`config.mk`:
```
export PLATFORM = sky130hd
export DESIGN_NAME = stream_acc_bin
export DESIGN_NICKNAME = d
export VERILOG_FILES = /design/src/rtl/stream_acc_bin.sv
export SDC_FILE = /design/constraint.sdc
export NUM_CORES = 1
export LEC_CHECK = 0
export ABC_AREA = 0
export BUFFER_PORTS_ARGS = -buffer_cell sky130_fd_sc_hd__buf_2
export CAP_MARGIN = 5
export CORE_ASPECT_RATIO = 1.2
export CORE_MARGIN = 2
export CORE_UTILIZATION = 55
export CTS_CLUSTER_DIAMETER = 100
export DETAILED_ROUTE_END_ITERATION = 7
export GPL_TIMING_DRIVEN = 0
export PLACE_DENSITY_LB_ADDON = 0.25
export RECOVER_POWER = 25
export SLEW_MARGIN = 20
export SYNTH_ARGS = -nofsm -noshare
export SYNTH_HDL_FRONTEND = slang
export SYNTH_SLANG_ARGS = --single-unit
```
`constraint.sdc`:
```
create_clock -name clk -period 2.1 [get_ports clk]
set_input_delay 0.21 -clock clk [delete_from_list [all_inputs] [get_ports clk]]
set_output_delay 0.21 -clock clk [all_outputs]
set_load 0.01 [all_outputs]
```
`src/rtl/stream_acc_bin.sv`:
```
// Counts '1's of the mux-adder output bitstream over 2^LOGWIN enabled samples
// and presents the count as a binary result; `define STREAM_ACC_SCALE_EN rescales by 2^LOGINUM.
module stream_acc_bin #(
    parameter int unsigned LOGWIN  = 4,
    parameter int unsigned LOGINUM = 3
) (
    input  logic                       clk,
    input  logic                       rst_n,
    input  logic                       start,
    input  logic                       en,
    input  logic                       clr,
    input  logic                       in,
    output logic                       busy,
    output logic                       valid,
    output logic [LOGWIN+LOGINUM:0]    result
);

    localparam int unsigned OW = LOGWIN + LOGINUM + 1;

    typedef enum logic [1:0] {
        IDLE,
        ACC,
        DONE
    } state_t;

    state_t            state;
    logic [LOGWIN:0]   ones;
    logic [LOGWIN-1:0] scnt;
    logic [LOGWIN:0]   ones_nxt;
    logic [OW-1:0]     result_nxt;

    // ones is one bit wider than scnt so an all-ones window (2^LOGWIN) fits
    always_comb begin
        ones_nxt   = ones + {{LOGWIN{1'b0}}, in};
        result_nxt = '0;
`ifdef STREAM_ACC_SCALE_EN
        result_nxt = OW'(ones_nxt) << LOGINUM;
`else
        result_nxt = OW'(ones_nxt);
`endif
    end

    always_ff @(posedge clk or negedge rst_n) begin
        if (!rst_n) begin
            state  <= IDLE;
            ones   <= '0;
            scnt   <= '0;
            result <= '0;
            busy   <= 1'b0;
            valid  <= 1'b0;
        end else if (clr) begin
            state  <= IDLE;
            ones   <= '0;
            scnt   <= '0;
            result <= '0;
            busy   <= 1'b0;
            valid  <= 1'b0;
        end else begin
            case (state)
                IDLE: begin
                    valid <= 1'b0;
                    if (start) begin
                        state <= ACC;
                        ones  <= '0;
                        scnt  <= '0;
                        busy  <= 1'b1;
                    end
                end
                ACC: begin
                    if (en) begin
                        ones <= ones_nxt;
                        scnt <= scnt + 1'b1;
                        // last sample of the window closes it on the same edge
                        if (scnt == '1) begin
                            result <= result_nxt;
                            state  <= DONE;
                            busy   <= 1'b0;
                            valid  <= 1'b1;
                        end
                    end
                end
                DONE: begin
                    valid <= 1'b0;
                    ones  <= '0;
                    scnt  <= '0;
                    if (start) begin
                        state <= ACC;
                        busy  <= 1'b1;
                    end else begin
                        state <= IDLE;
                    end
                end
                default: begin
                    state <= IDLE;
                    busy  <= 1'b0;
                    valid <= 1'b0;
                end
            endcase
        end
    end

endmodule
```
==> metrics.yaml <==
outcome:
  status: "complete, no violations"
yosys:
  synth_commonest_cells: "18 x dfrtp_1, 15 x nor2_1, 4 x nand2_1, 4 x o21ai_0, 4 x o21ai_1"
  syn_area_um2: 883.3
  netlist.area_leader.share: 0.5099
  yosysWarningCount: 0
  post-synth-top-count-cell: "dfrtp_1"
  async_flop_share: 1.000
  yosys.area.top_type: "dfrtp_1"
  ys_ff_latch: 18
  synthFlopType: "dfrtp_1"
  synth_edf_count: 0
  yosysUniqueCellTypes: 29
  avgSynthCellArea_um2: 10.64
  synth_area_leaders: "dfrtp_1 51%, nor2_1 6.4%, ha_1 4.2%"
  yosysSeqAreaShare: 0.5099
  synthCells: 83
timing:
  worst_pin_slew_ns: 0.9411
  slew-limit-headroom: 0.3726
  hold_viol: 0
  setup_ws_ns: 0.4299
  setup_viol: 0
  slew_violations: 0
  fin_worst_skew_ns: 0.005452
  totalNegativeSetupSlack_ns: 0
  grt_setup_unrepaired: "false"
  fin_crit_sh: 0.7953
  post-route-min-period_ns: 1.670
  max_clock_freq_mhz: 598.8
floorplanning:
  initial_core_util: 0.6034
  fp-row-count: 15
  io_pins: 16
  coreArea_um2: 1464
  die_area_um2: 1944
  die_y_um: 47.90
  fp.dieW_um: 40.59
global_route:
  antenna_found_initial: 0
  grt_max_degree: 19
  grt_pass1_vias: 619
  grt_usage: 0.2050
  grt_pass1_wl_mm: 2.677
  grt-ovfl-total: 0
cells_and_area:
  num_antenna_cells: 0
  fill_cells: 120
  drive_gt1_frac: 0.2157
  nNetsFinal: 112
  syn2layout_area_growth_pct: 15.16
power_and_ir_drop:
  power_density_nw_per_um2: 614.6
  p_clk_frac: 0.341
  power_leakage_nw: 0.4785
  intPower_mw: 0.4796
  ir_drop_uv: 442.7
  power_switching_mw: 0.1456
  p_comb_frac: 0.087
  seq_power_share: 0.572
  switching_share: 0.2329
  total_power_mw: 0.6252
clock_tree:
  cts_buffers: 3
  cts_root_buf: "clkbuf_4"
  clk_path_buf_depth: 2
  clkTransAtPathRegs_ns: 0.10
  ctsHtreeMaxLevel: 1
  cts_num_sinks: 18
  post_cts_resized: 0
  clkLatencyLatePin_ns: 0.29
  cts_tree: "done"
placement:
  port_buffers: 12
  gp_congestion: 0.7833
  dp_hpwl_mm: 1.166
  place_ws_ns: 0.4117
drt:
  dr.first_iter.drc_count: 14
  wl_per_cell_um: 13.25
  drt-total-wl_mm: 1.577
  drc: 0
  drt_first_pass_iters: 4
  vias: 657
  routed_via_density: 5.521
  antenna_left: 0
critical_path:
  critical_path_class: "register to register"
  cp_max_fo: 8
  cp-end-kind: "register"
  cp-start-kind: "register"
  critPathArrivalTime_ns: 1.87
  required_ns: 2.30
hold_path:
  hold_path.class: "primary input to register"
job:
  cap_viol_max_count: 0
[per-stage QoR]
stage | utilization | area (µm²) | hold slack [ns] | std cells
2_1_floorplan | - | 890.9 | -0.08559 | 85
3_3_place_gp | 0.6641 | 972.2 | 0.1519 | 114
3_5_place_dp | 0.6641 | 972.2 | 0.1531 | 114
4_1_cts | 0.6957 | 1018 | 0.1937 | 119
5_1_grt | 0.6949 | 1017 | 0.2226 | 119
6_report | 0.6949 | 1017 | 0.1931 | 119
[cells in the final DEF (no fill, tap or decap), types with 2 or more instances in the layout]
cell / instances
dfrtp_1: 18
nor2_1: 15
buf_2: 11
nand2_1: 4
o21ai_0: 4
o21ai_1: 4
mux2i_1: 3
nand3_1: 3
a211oi_1: 3
a22o_1: 3
ha_1: 3
buf_4: 3
conb_1: 3
clkbuf_4: 3
clkbuf_1: 2
xor2_1: 2
nor2b_1: 2
[sequential cells by signal (all words and copies together), names as in the netlist]
register,count
result,5
state,2
scnt,4
busy,1
ones,5
valid,1
[path summary, 6_finish.rpt]
check	start	to	slack (ns)	cells after the start
worst max-delay path	scnt[0]	result[3]	0.43	5
worst min-delay path	start	state[0]	0.19	3
worst max register to register	scnt[0]	result[3]	0.43	5
worst min register to register	scnt[3]	scnt[3]	0.51	1
max in group asynchronous	rst_n	ones[4]	0.96	2
min in group asynchronous	rst_n	result[4]	0.57	2
[power by group through the flow]
stage / clock [mW] / sequential (mW) / combinational (mW)
global route: 0.234 / 0.359 / 0.0634
detailed placement: 0 / 0.364 / 0.0535
floorplan: 0 / 0.364 / 0.0324
finish: 0.213 / 0.358 / 0.0545
CTS: 0.217 / 0.358 / 0.0553
global placement: 0 / 0.363 / 0.0521
[metal layers]
layer | track usage | vias up | routed length (µm)
met5 | 0 | - | 0
met4 | 0.06000 | 0 | 20
met3 | 0.04186 | 4 | 73
met2 | 0.3238 | 18 | 772
met1 | 0.2819 | 307 | 711
li1 | - | 328 | -
[repair_timing]
| action | CTS | global route |
|---|---|---|
| endpoints found under the hold margin | 18 | 0 |
| hold buffers | 1 | 0 |
| buffers inserted | 0 | 0 |
[final cells by class]
class / instances / area (µm²) / area share
plain buffers: 4 / 26.28 / 0.02583
clock buffers: 4 / 36.28 / 0.03567
multi-input cells: 63 / 414.1 / 0.4071
flip-flops and latches: 18 / 450.4 / 0.4428
well taps: 17 / 21.27 / 0.02091
repair buffers: 13 / 68.82 / 0.06765
[worst max-delay path: stages (launching register included)]
cell	delay, ns
dfrtp_1	0.40
ha_1	0.22
nand4_1	0.20
nor3b_4	0.43
nor2_1	0.09
a211oi_1	0.24
[cells by family (layout without fill, tap and decap cells)]
| kind of cell | after synthesis | after routing | share of synthesized area |
|---|---|---|---|
| adder cells (fa/ha/maj) | 3 | 3 | 0.04250 |
| AO/OA/AOI/OAI | 17 | 17 | 0.1332 |
| AND/OR/NAND/NOR | 34 | 34 | 0.2167 |
| XOR/XNOR | 3 | 3 | 0.02975 |
| flip-flops | 18 | 18 | 0.5099 |
| buffers and inverters | 4 | 21 | 0.02974 |
| other | 1 | 3 | 0.004245 |
| multiplexers | 3 | 3 | 0.03400 |
No activity file was read; power rests on OpenSTA's default activity.
